`config.mk`:
```
export PLATFORM = sky130hd
export DESIGN_NAME = i2cm_sfifo_ctrl
export DESIGN_NICKNAME = d
export VERILOG_FILES = /design/src/rtl/i2cm_sfifo_ctrl_pkg.sv /design/src/rtl/i2cm_ptr_wrap.sv /design/src/rtl/i2cm_sfifo_ctrl.sv
export SDC_FILE = /design/constraint.sdc
export NUM_CORES = 1
export LEC_CHECK = 0
export CORE_UTILIZATION = 50
export CTS_CLUSTER_DIAMETER = 60
export DETAILED_ROUTE_END_ITERATION = 6
export GPL_ROUTABILITY_DRIVEN = 0
export HOLD_SLACK_MARGIN = 0.05
export PLACE_DENSITY = 0.85
export SLEW_MARGIN = 20
export SYNTH_ARGS = -nofsm -noshare
export SYNTH_HDL_FRONTEND = slang
export SYNTH_SLANG_ARGS = --single-unit
```
`constraint.sdc`:
```
create_clock -name clk -period 7.1 [get_ports clk]
set_input_delay 0.71 -clock clk [delete_from_list [all_inputs] [get_ports clk]]
set_output_delay 0.71 -clock clk [all_outputs]
set_load 0.02 [all_outputs]
```
`src/rtl/i2cm_sfifo_ctrl_pkg.sv`:
```
// ---------------------------------------------------------------------------
// i2cm_sfifo_ctrl_pkg
//   Shared definitions for the I2C-master synchronous FIFO controller:
//   ceiling-log2 helper used to size address/level fields, the packed
//   status-flag bundle and its reset/flush value.
// ---------------------------------------------------------------------------
package i2cm_sfifo_ctrl_pkg;

  // Ceiling log2; returns 0 for v <= 1.
  function automatic int unsigned clog2(input int unsigned v);
    int unsigned r;
    int unsigned x;
    r = 0;
    x = (v > 0) ? v - 1 : 0;
    while (x > 0) begin
      r++;
      x = x >> 1;
    end
    return r;
  endfunction

  typedef struct packed {
    logic full;
    logic empty;
    logic afull;
    logic aempty;
  } ff_flags_t;

  // Value taken by the status flags on reset and on flush.
  localparam ff_flags_t FLAGS_RST = '{full: 1'b0, empty: 1'b1, afull: 1'b0, aempty: 1'b1};

endpackage

```
`src/rtl/i2cm_ptr_wrap.sv`:
```
// ---------------------------------------------------------------------------
// i2cm_ptr_wrap
//   Modulo-FIFO_DEP pointer register. Wraps from FIFO_DEP-1 to 0 so that
//   non-power-of-two depths address the RAM correctly.
// Ports
//   clk   in  1        clock
//   rst_n in  1        asynchronous active-low reset (pointer -> 0)
//   inc   in  1        advance pointer by one
//   clr   in  1        synchronous clear, priority over inc
//   ptr   out FIFO_AW  current pointer value
// ---------------------------------------------------------------------------
module i2cm_ptr_wrap #(
  parameter int unsigned FIFO_DEP = 8,
  parameter int unsigned FIFO_AW  = 3
) (
  input  logic               clk,
  input  logic               rst_n,
  input  logic               inc,
  input  logic               clr,
  output logic [FIFO_AW-1:0] ptr
);

  localparam logic [FIFO_AW-1:0] LAST = FIFO_AW'(FIFO_DEP - 1);

  logic [FIFO_AW-1:0] ptr_q;
  logic [FIFO_AW-1:0] ptr_d;

  always_comb begin
    ptr_d = ptr_q;
    if (clr) begin
      ptr_d = '0;
    end else if (inc) begin
      ptr_d = (ptr_q == LAST) ? '0 : ptr_q + FIFO_AW'(1);
    end
  end

  always_ff @(posedge clk or negedge rst_n) begin
    if (!rst_n) begin
      ptr_q <= '0;
    end else begin
      ptr_q <= ptr_d;
    end
  end

  assign ptr = ptr_q;

endmodule

```
`src/rtl/i2cm_sfifo_ctrl.sv`:
```
// ---------------------------------------------------------------------------
// i2cm_sfifo_ctrl
//   Single-clock FIFO controller for I2C-master TX/RX buffers. Generates the
//   1R1W RAM strobes and addresses, tracks occupancy/free space, and keeps
//   registered full/empty/almost flags, sticky overflow/underflow and a
//   peak-level watermark. FIFO_DEP may be any value >= 2.
// Ports
//   clk, rst_n           clock, asynchronous active-low reset
//   push, pop            write / read requests
//   flush                synchronous flush (priority over push/pop)
//   err_clr              clears ff_ovf, ff_udf; reloads lvl_peak
//   afull_th, aempty_th  almost-full / almost-empty thresholds (LVL_W)
//   wr_en, rd_en         qualified RAM strobes (combinational)
//   waddr, raddr         RAM addresses (FIFO_AW)
//   ff_full .. ff_aempty registered status flags
//   ff_ovf, ff_udf       sticky error flags
//   fifo_lvl, fifo_free  stored / free entries (LVL_W)
//   lvl_peak             highest level since last err_clr
// ---------------------------------------------------------------------------
module i2cm_sfifo_ctrl
  import i2cm_sfifo_ctrl_pkg::*;
#(
  parameter  int unsigned FIFO_DEP = 8,
  localparam int unsigned FIFO_AW  = clog2(FIFO_DEP),
  localparam int unsigned LVL_W    = FIFO_AW + 1
) (
  input  logic               clk,
  input  logic               rst_n,
  input  logic               push,
  input  logic               pop,
  input  logic               flush,
  input  logic               err_clr,
  input  logic [LVL_W-1:0]   afull_th,
  input  logic [LVL_W-1:0]   aempty_th,
  output logic               wr_en,
  output logic               rd_en,
  output logic [FIFO_AW-1:0] waddr,
  output logic [FIFO_AW-1:0] raddr,
  output logic               ff_full,
  output logic               ff_empty,
  output logic               ff_afull,
  output logic               ff_aempty,
  output logic               ff_ovf,
  output logic               ff_udf,
  output logic [LVL_W-1:0]   fifo_lvl,
  output logic [LVL_W-1:0]   fifo_free,
  output logic [LVL_W-1:0]   lvl_peak
);

  localparam logic [LVL_W-1:0] DEP_L = LVL_W'(FIFO_DEP);

  ff_flags_t        flags_q, flags_d;
  logic [LVL_W-1:0] lvl_q,  lvl_d;
  logic [LVL_W-1:0] free_q, free_d;
  logic [LVL_W-1:0] peak_q, peak_d;
  logic             ovf_q,  ovf_d;
  logic             udf_q,  udf_d;

  // Qualification uses the registered flags, so a push while full / pop
  // while empty is dropped and push&pop at a boundary takes only one side.
  assign wr_en = push & ~flags_q.full  & ~flush;
  assign rd_en = pop  & ~flags_q.empty & ~flush;

  i2cm_ptr_wrap #(
    .FIFO_DEP (FIFO_DEP),
    .FIFO_AW  (FIFO_AW)
  ) u_wptr (
    .clk   (clk),
    .rst_n (rst_n),
    .inc   (wr_en),
    .clr   (flush),
    .ptr   (waddr)
  );

  i2cm_ptr_wrap #(
    .FIFO_DEP (FIFO_DEP),
    .FIFO_AW  (FIFO_AW)
  ) u_rptr (
    .clk   (clk),
    .rst_n (rst_n),
    .inc   (rd_en),
    .clr   (flush),
    .ptr   (raddr)
  );

  always_comb begin
    lvl_d = lvl_q;
    if (flush) begin
      lvl_d = '0;
    end else begin
      case ({wr_en, rd_en})
        2'b10:   lvl_d = lvl_q + LVL_W'(1);
        2'b01:   lvl_d = lvl_q - LVL_W'(1);
        default: lvl_d = lvl_q;
      endcase
    end
  end

  // Flags are computed from the next level so they line up with it in the
  // cycle after the causing edge; flush returns them to the reset pattern
  // regardless of the thresholds.
  always_comb begin
    flags_d = FLAGS_RST;
    if (!flush) begin
      flags_d.full   = (lvl_d == DEP_L);
      flags_d.empty  = (lvl_d == '0);
      flags_d.afull  = (lvl_d >= afull_th);
      flags_d.aempty = (lvl_d <= aempty_th);
    end
  end

  assign free_d = DEP_L - lvl_d;

  // Set term is OR-ed after the clear so a same-cycle set wins over err_clr.
  assign ovf_d = (push & flags_q.full  & ~flush) | (ovf_q & ~err_clr);
  assign udf_d = (pop  & flags_q.empty & ~flush) | (udf_q & ~err_clr);

  // On flush lvl_d is 0, so the max leaves the watermark untouched.
  assign peak_d = err_clr ? lvl_d : ((lvl_d > peak_q) ? lvl_d : peak_q);

  always_ff @(posedge clk or negedge rst_n) begin
    if (!rst_n) begin
      flags_q <= FLAGS_RST;
      lvl_q   <= '0;
      free_q  <= DEP_L;
      peak_q  <= '0;
      ovf_q   <= 1'b0;
      udf_q   <= 1'b0;
    end else begin
      flags_q <= flags_d;
      lvl_q   <= lvl_d;
      free_q  <= free_d;
      peak_q  <= peak_d;
      ovf_q   <= ovf_d;
      udf_q   <= udf_d;
    end
  end

  assign ff_full   = flags_q.full;
  assign ff_empty  = flags_q.empty;
  assign ff_afull  = flags_q.afull;
  assign ff_aempty = flags_q.aempty;
  assign ff_ovf    = ovf_q;
  assign ff_udf    = udf_q;
  assign fifo_lvl  = lvl_q;
  assign fifo_free = free_q;
  assign lvl_peak  = peak_q;

endmodule

```
# Yosys cells after proc, flatten, opt, wreduce, memory -nomap -nowiden
# Cells that the tools add are included.
word_totals:
  ff_bits: 24
  latchBits: 0
  ramBits: 0
  mem_bits_ro: 0
  in_bits: 14
  output_inout_bits: 26
  wordCells: 55
  n_memories: 0
op_classes:
  addsub: 5
  n_mul: 0
  div: 0
  order_cmp: 3
  n_eq_ne: 5
  shift: 0
  muxes: 11
  bitwise: 16
  reduce_logical: 4
op_table:
  columns: ["cell", "count"]
  rows:
  - ["$mux 3", 6]
  - ["$mux 4", 4]
  - ["$and 1x1->1", 10]
  - ["$pmux 4 s2", 1]
  - ["$add 3x1->3 const B", 2]
  - ["$eq 3x3->1 const B", 2]
  - ["$reduce_bool 2->1", 3]
  - ["$add 4x1->4 const B", 1]
  - ["$eq 4x4->1 const B", 1]
  - ["$ge 4x4->1", 1]
  - ["$gt 4x4->1", 1]
  - ["$le 4x4->1", 1]
  - ["$logic_not 4->1", 1]
  - ["$not 1->1", 4]
  - ["$sub 4x1->4 const B", 1]
  - ["$sub 4x4->4 const A", 1]
  - ["$eq 2x1->1 const B", 1]
  - ["$eq 2x2->1 const B", 1]
  - ["$or 1x1->1", 2]

# Depth between registers and ports, before layout
depth:
  depth_word: 9
  mapped_depth: 14
  depth_no_buf: 13

# By module
# Synthesis repeated with hierarchy kept, for this count alone.
hier_totals:
  hier_cells: 135
  area_unflattened_um2: 1463.9
by_module_without_submodules:
  columns: ["mod", "n_inst", "cells_per_inst", "area_per_inst_um2", "seq_area_each_um2"]
  rows:
  - ["i2cm_sfifo_ctrl", 1, 111, 1161.1, 429.2]
  - ["i2cm_ptr_wrap", 2, 12, 151.4, 75.1]

# Worst setup path after synthesis
# OpenSTA, ideal clock, no wires.
synth_timing:
  path_type: "in2reg"
  from: "input port flush"
  to: "register peak_q[0] (netlist: lvl_peak[0])"
  setup_ns: 0.125
  t_arrival_ns: 3.555
  t_required_ns: 6.975
  path_slack_ns: 3.420
  cell_stages: 14
  n_path_buf: 1
  cell_sequence: "buf_6 > nor3b_4 > nand2_1 > xnor2_1 > ha_1 > a21o_1 > and3_1 > or3_4 > nand2_2 > ha_1 > nand4_1 > nand2_1 > o21ai_0 > mux2_2"
synth_via:
  elab_chain_len: 7
  elab_cells_between_ends: 11
  classes_between: "1 x order compare; 2 x eq/ne; 4 x mux; 3 x bitwise; 1 x reduce/logical"
synth_rtl:
  columns: ["element", "line", "text"]
  rows:
  - ["from (decl)", "i2cm_sfifo_ctrl.sv:31", "input logic flush,"]
  - ["$not 1->1", "i2cm_sfifo_ctrl.sv:61, i2cm_sfifo_ctrl.sv:62", null]
  - ["$and 1x1->1, on equally long branches", "i2cm_sfifo_ctrl.sv:62, i2cm_sfifo_ctrl.sv:61", null]
  - ["$eq 2x1->1 or $eq 2x2->1 (tied branches)", "i2cm_sfifo_ctrl.sv:91", "case ({wr_en, rd_en})"]
  - ["$pmux 4 s2", "i2cm_sfifo_ctrl.sv:91", null]
  - ["$mux 4 *", "i2cm_sfifo_ctrl.sv:88", "if (flush) begin"]
  - ["via lvl_d[2]", "i2cm_sfifo_ctrl.sv:53", "logic [LVL_W-1:0] lvl_q, lvl_d;"]
  - ["$gt 4x4->1 *", "i2cm_sfifo_ctrl.sv:119", "assign peak_d = err_clr ? lvl_d : ((lvl_d > peak_q) ? lvl_d : peak_q);"]
  - ["$reduce_bool 2->1 (no source line) *", null, null]
  - ["to (signal assigned)", "i2cm_sfifo_ctrl.sv:133", "peak_q <= peak_d;"]
  - ["to (decl)", "i2cm_sfifo_ctrl.sv:55", "logic [LVL_W-1:0] peak_q, peak_d;"]
# Mark *: on every way through the listed nets, which the timed path passes. The rest lies on a longest branch. The select of a mux whose other input is x is not followed.
# A chain may end at the register's enable or synchronous reset.

# Worst setup path after layout
layout_timing:
  from: "input port flush"
  to: "register peak_q[2] (netlist: lvl_peak[2])"
layout_via:
  elab_chain_len: 7
  elab_cells_between_ends: 11
  classes_between: "1 x order compare; 2 x eq/ne; 4 x mux; 3 x bitwise; 1 x reduce/logical"
layout_rtl:
  columns: ["element", "line"]
  rows:
  - ["$not 1->1", "i2cm_sfifo_ctrl.sv:61, i2cm_sfifo_ctrl.sv:62"]
  - ["$and 1x1->1, on equally long branches", "i2cm_sfifo_ctrl.sv:62, i2cm_sfifo_ctrl.sv:61"]
  - ["$eq 2x1->1 or $eq 2x2->1 (tied branches)", "i2cm_sfifo_ctrl.sv:91"]
  - ["$pmux 4 s2", "i2cm_sfifo_ctrl.sv:91"]
  - ["$mux 4 *", "i2cm_sfifo_ctrl.sv:88"]
  - ["via lvl_d[2]", "i2cm_sfifo_ctrl.sv:53"]
  - ["$gt 4x4->1 or $mux 4 (tied branches)", "i2cm_sfifo_ctrl.sv:119"]
  - ["$reduce_bool 2->1 (no source line) or $mux 4 (tied branches)", null]
# Marks and branches as above.

==> impl_metrics.py <==
metrics = {
    "timing": {
        "slew_headroom": 0.562,
        "hold_viol_final": 0,
        "setup_viol": 0,
        "worst_pin_slew_ps": 655,
        "period_minus_slack_ps": 4510,
        "fin_skew_ps": 1.56,
        "drv_slew": 0,
        "final.setup.tns_ps": 0,
        "fmax_ghz": 0.222,
        "period_share": 0.635,
        "rsz0062_at_grt": "no",
    },
    "detailed_routing": {
        "drtPass1Iterations": 4,
        "drt-total-wl_mm": 3.14,
        "ant_nets": 0,
        "vias": 1178,
        "drt_iter0_drc": 35,
        "drc": 0,
        "wl_per_cell_um": 15.1,
        "via_per_inst": 5.66,
    },
    "synthesis": {
        "netlist_instances": 139,
        "synth_seq_area_share": 0.394,
        "synth.distinct_cells": 38,
        "syn_area_mm2": 0.00147,
        "async_flop_share": 1.00,
        "ys_warn_count": 0,
        "avgSynthCellArea_um2": 10.6,
        "ys_ff_latch": 23,
        "synth_enable_flop_cells": 0,
        "synth_ff_type": "dfrtp_1",
        "syn-num-nets": 172,
    },
    "global_routing": {
        "grt_pass1_vias": 1213,
        "grt_usage": 0.216,
        "grt_pass1_wl_mm": 5.36,
        "antenna_found_initial": 0,
        "grt-ovfl-total": 0,
        "grt_max_degree": 24,
    },
    "power": {
        "clock_power_share": 0.194,
        "powerDensity_mw_per_mm2": 164,
        "seq_power_share": 0.482,
        "switching_share": 0.319,
        "combPwrFrac": 0.324,
        "power_uw": 309,
        "internal-power_uw": 211,
        "switchingPower_uw": 98.5,
        "ir_drop_v": 0.000116,
        "p_leak_uw": 0.000917,
    },
    "floorplanning": {
        "rows": 19,
        "die_height_um": 56.2,
        "core_area_mm2": 0.00278,
        "die_w_um": 56.2,
        "start_util": 0.529,
        "ios": 40,
        "die_area_mm2": 0.00316,
    },
    "setup_path": {
        "cp_max_fo": 17,
        "path_class": "primary input to register",
        "cp.required_ps": 7310,
        "crit_path_end_kind": "register",
        "regToRegStartpoint": "ff_full",
        "rr_worst_depth": 11,
        "cp-start-kind": "primary input",
        "cp.arrival_ps": 4710,
        "regToRegSetupSlack_ps": 3240,
        "regToRegEndpoint": "lvl_peak[2]",
    },
    "clock_tree": {
        "cts-root-buf": "clkbuf_4",
        "clk_pin_slew_worst_paths_ps": 130,
        "cts_tree": "built",
        "insertion_delay_ps": 310,
        "cts_sinks": 23,
        "cts_resized": 0,
        "cts_hold_buf": 0,
        "cts_buffers": 3,
        "cts_setup_buffers": 0,
        "htreeDepth": 1,
        "clockBufferDepth": 2,
    },
    "final_layout": {
        "drive_gt1_frac": 0.113,
        "area_delta_synth_final_pct": 28.3,
        "nets": 211,
        "fillers": 205,
        "fin_util": 0.678,
        "antenna-diode-count": 0,
        "fin_area_mm2": 0.00189,
    },
    "placement": {
        "place_area_mm2": 0.00186,
        "dpl.hpwl_mm": 2.48,
        "port_buffers": 39,
    },
    "job": {
        "cap_viol_max_count": 0,
    },
    "hold_path": {
        "hold_path_class": "primary input to async pin",
    },
    "status": {
        "status": "finished clean",
    },
}
[how the worst max path moves through the flow]
stage	cells after the start	slack (ps)	end	start
after CTS	12	2620	lvl_peak[2]	flush
after global placement	14	2540	lvl_peak[2]	flush
after floorplan	14	3420	lvl_peak[0]	flush
after global routing	12	2410	lvl_peak[0]	flush
final	12	2590	lvl_peak[2]	flush
after detailed placement	12	2300	lvl_peak[2]	flush
[metal layers]
metal | wire [um] | global-route usage | part of all wire
met5 | 0 | 0 | 0
met1 | 1360 | 0.270 | 0.43
met3 | 96 | 0.0256 | 0.031
met2 | 1620 | 0.374 | 0.51
met4 | 68 | 0.0941 | 0.022
[state kept, by name, indices dropped and copies added, names as in the netlist]
| name | cells |
|---|---|
| ff_empty | 1 |
| ff_aempty | 1 |
| ff_ovf | 1 |
| fifo_lvl | 3 |
| u_wptr.ptr | 3 |
| ff_full | 1 |
| ff_afull | 1 |
| lvl_peak | 4 |
| fifo_free | 4 |
| u_rptr.ptr | 3 |
| ff_udf | 1 |
[stage by stage]
stage,setup slack (ps),hold slack (ps),std cells
after floorplan,3420,414,139
after global placement,2540,483,204
after detailed placement,2300,478,204
after CTS,2620,508,208
after global routing,2410,366,208
final,2590,348,208
[worst max-delay path, cell delays in order]
cell             delay [ps]
clkdlybuf4s50_1         890
inv_1                   280
nand2b_1                170
ha_1                    360
or3_1                   400
or3_4                   350
nand2_2                 150
ha_1                    270
nand4_1                 120
nand2_1                  70
o21ai_0                 520
mux2_2                  410
[power by group through the flow]
stage               Sequential (uW)  Clock [uW]  Combinational, uW
floorplan                       162           0               48.1
detailed placement              151           0               99.7
CTS                             149        62.2                101
global route                    150        68.7                108
finish                          149        60.1                100
global placement                151           0               94.8
[placed cells by master, fill, tap and decap left out, drive strengths merged, types with 2 or more instances in the layout]
| master | n |
|---|---|
| a21o | 4 |
| nand4 | 2 |
| inv | 16 |
| clkdlybuf4s50 | 38 |
| nand2 | 4 |
| xnor2 | 5 |
| mux2i | 5 |
| a32o | 2 |
| ha | 19 |
| o21a | 2 |
| dfstp | 3 |
| a21oi | 10 |
| nor3b | 4 |
| nor2 | 11 |
| dfrtp | 20 |
| nand2b | 4 |
| nor2b | 2 |
| nor3 | 3 |
| mux2 | 4 |
| clkbuf | 3 |
| o21ai | 3 |
| or3 | 2 |
[final cells by class]
type | count | area [um2] | share of cell area
clock inverters | 1 | 5.00 | 0.00265
flip-flops and latches | 23 | 579 | 0.307
repair buffers | 39 | 385 | 0.204
inverters | 16 | 60.1 | 0.0318
multi-input cells | 95 | 796 | 0.422
well taps | 31 | 38.8 | 0.0206
clock buffers | 3 | 22.5 | 0.0119
[logic make-up after synthesis]
| logic type | after synthesis | share of synthesized area |
|---|---|---|
| DFF | 23 | 0.394 |
| buffers and inverters | 21 | 0.0647 |
| xor gates and xnor gates | 6 | 0.0357 |
| muxes | 9 | 0.0698 |
| adders and majority gates | 19 | 0.162 |
| and+or+nand+nor | 36 | 0.144 |
| AOI/OAI and AO/OA | 25 | 0.130 |
[Yosys cell counts, types with 4 or more instances]
cell type / number / area, um2
inv_1: 16 / 60.1
mux2i_1: 5 / 50.1
dfrtp_1: 20 / 500
a21o_1: 4 / 30.0
nand2b_1: 4 / 25.0
a21oi_1: 8 / 40.0
nor2_1: 11 / 41.3
ha_1: 19 / 238
xnor2_1: 5 / 43.8
(Power assumes the default switching activity.)
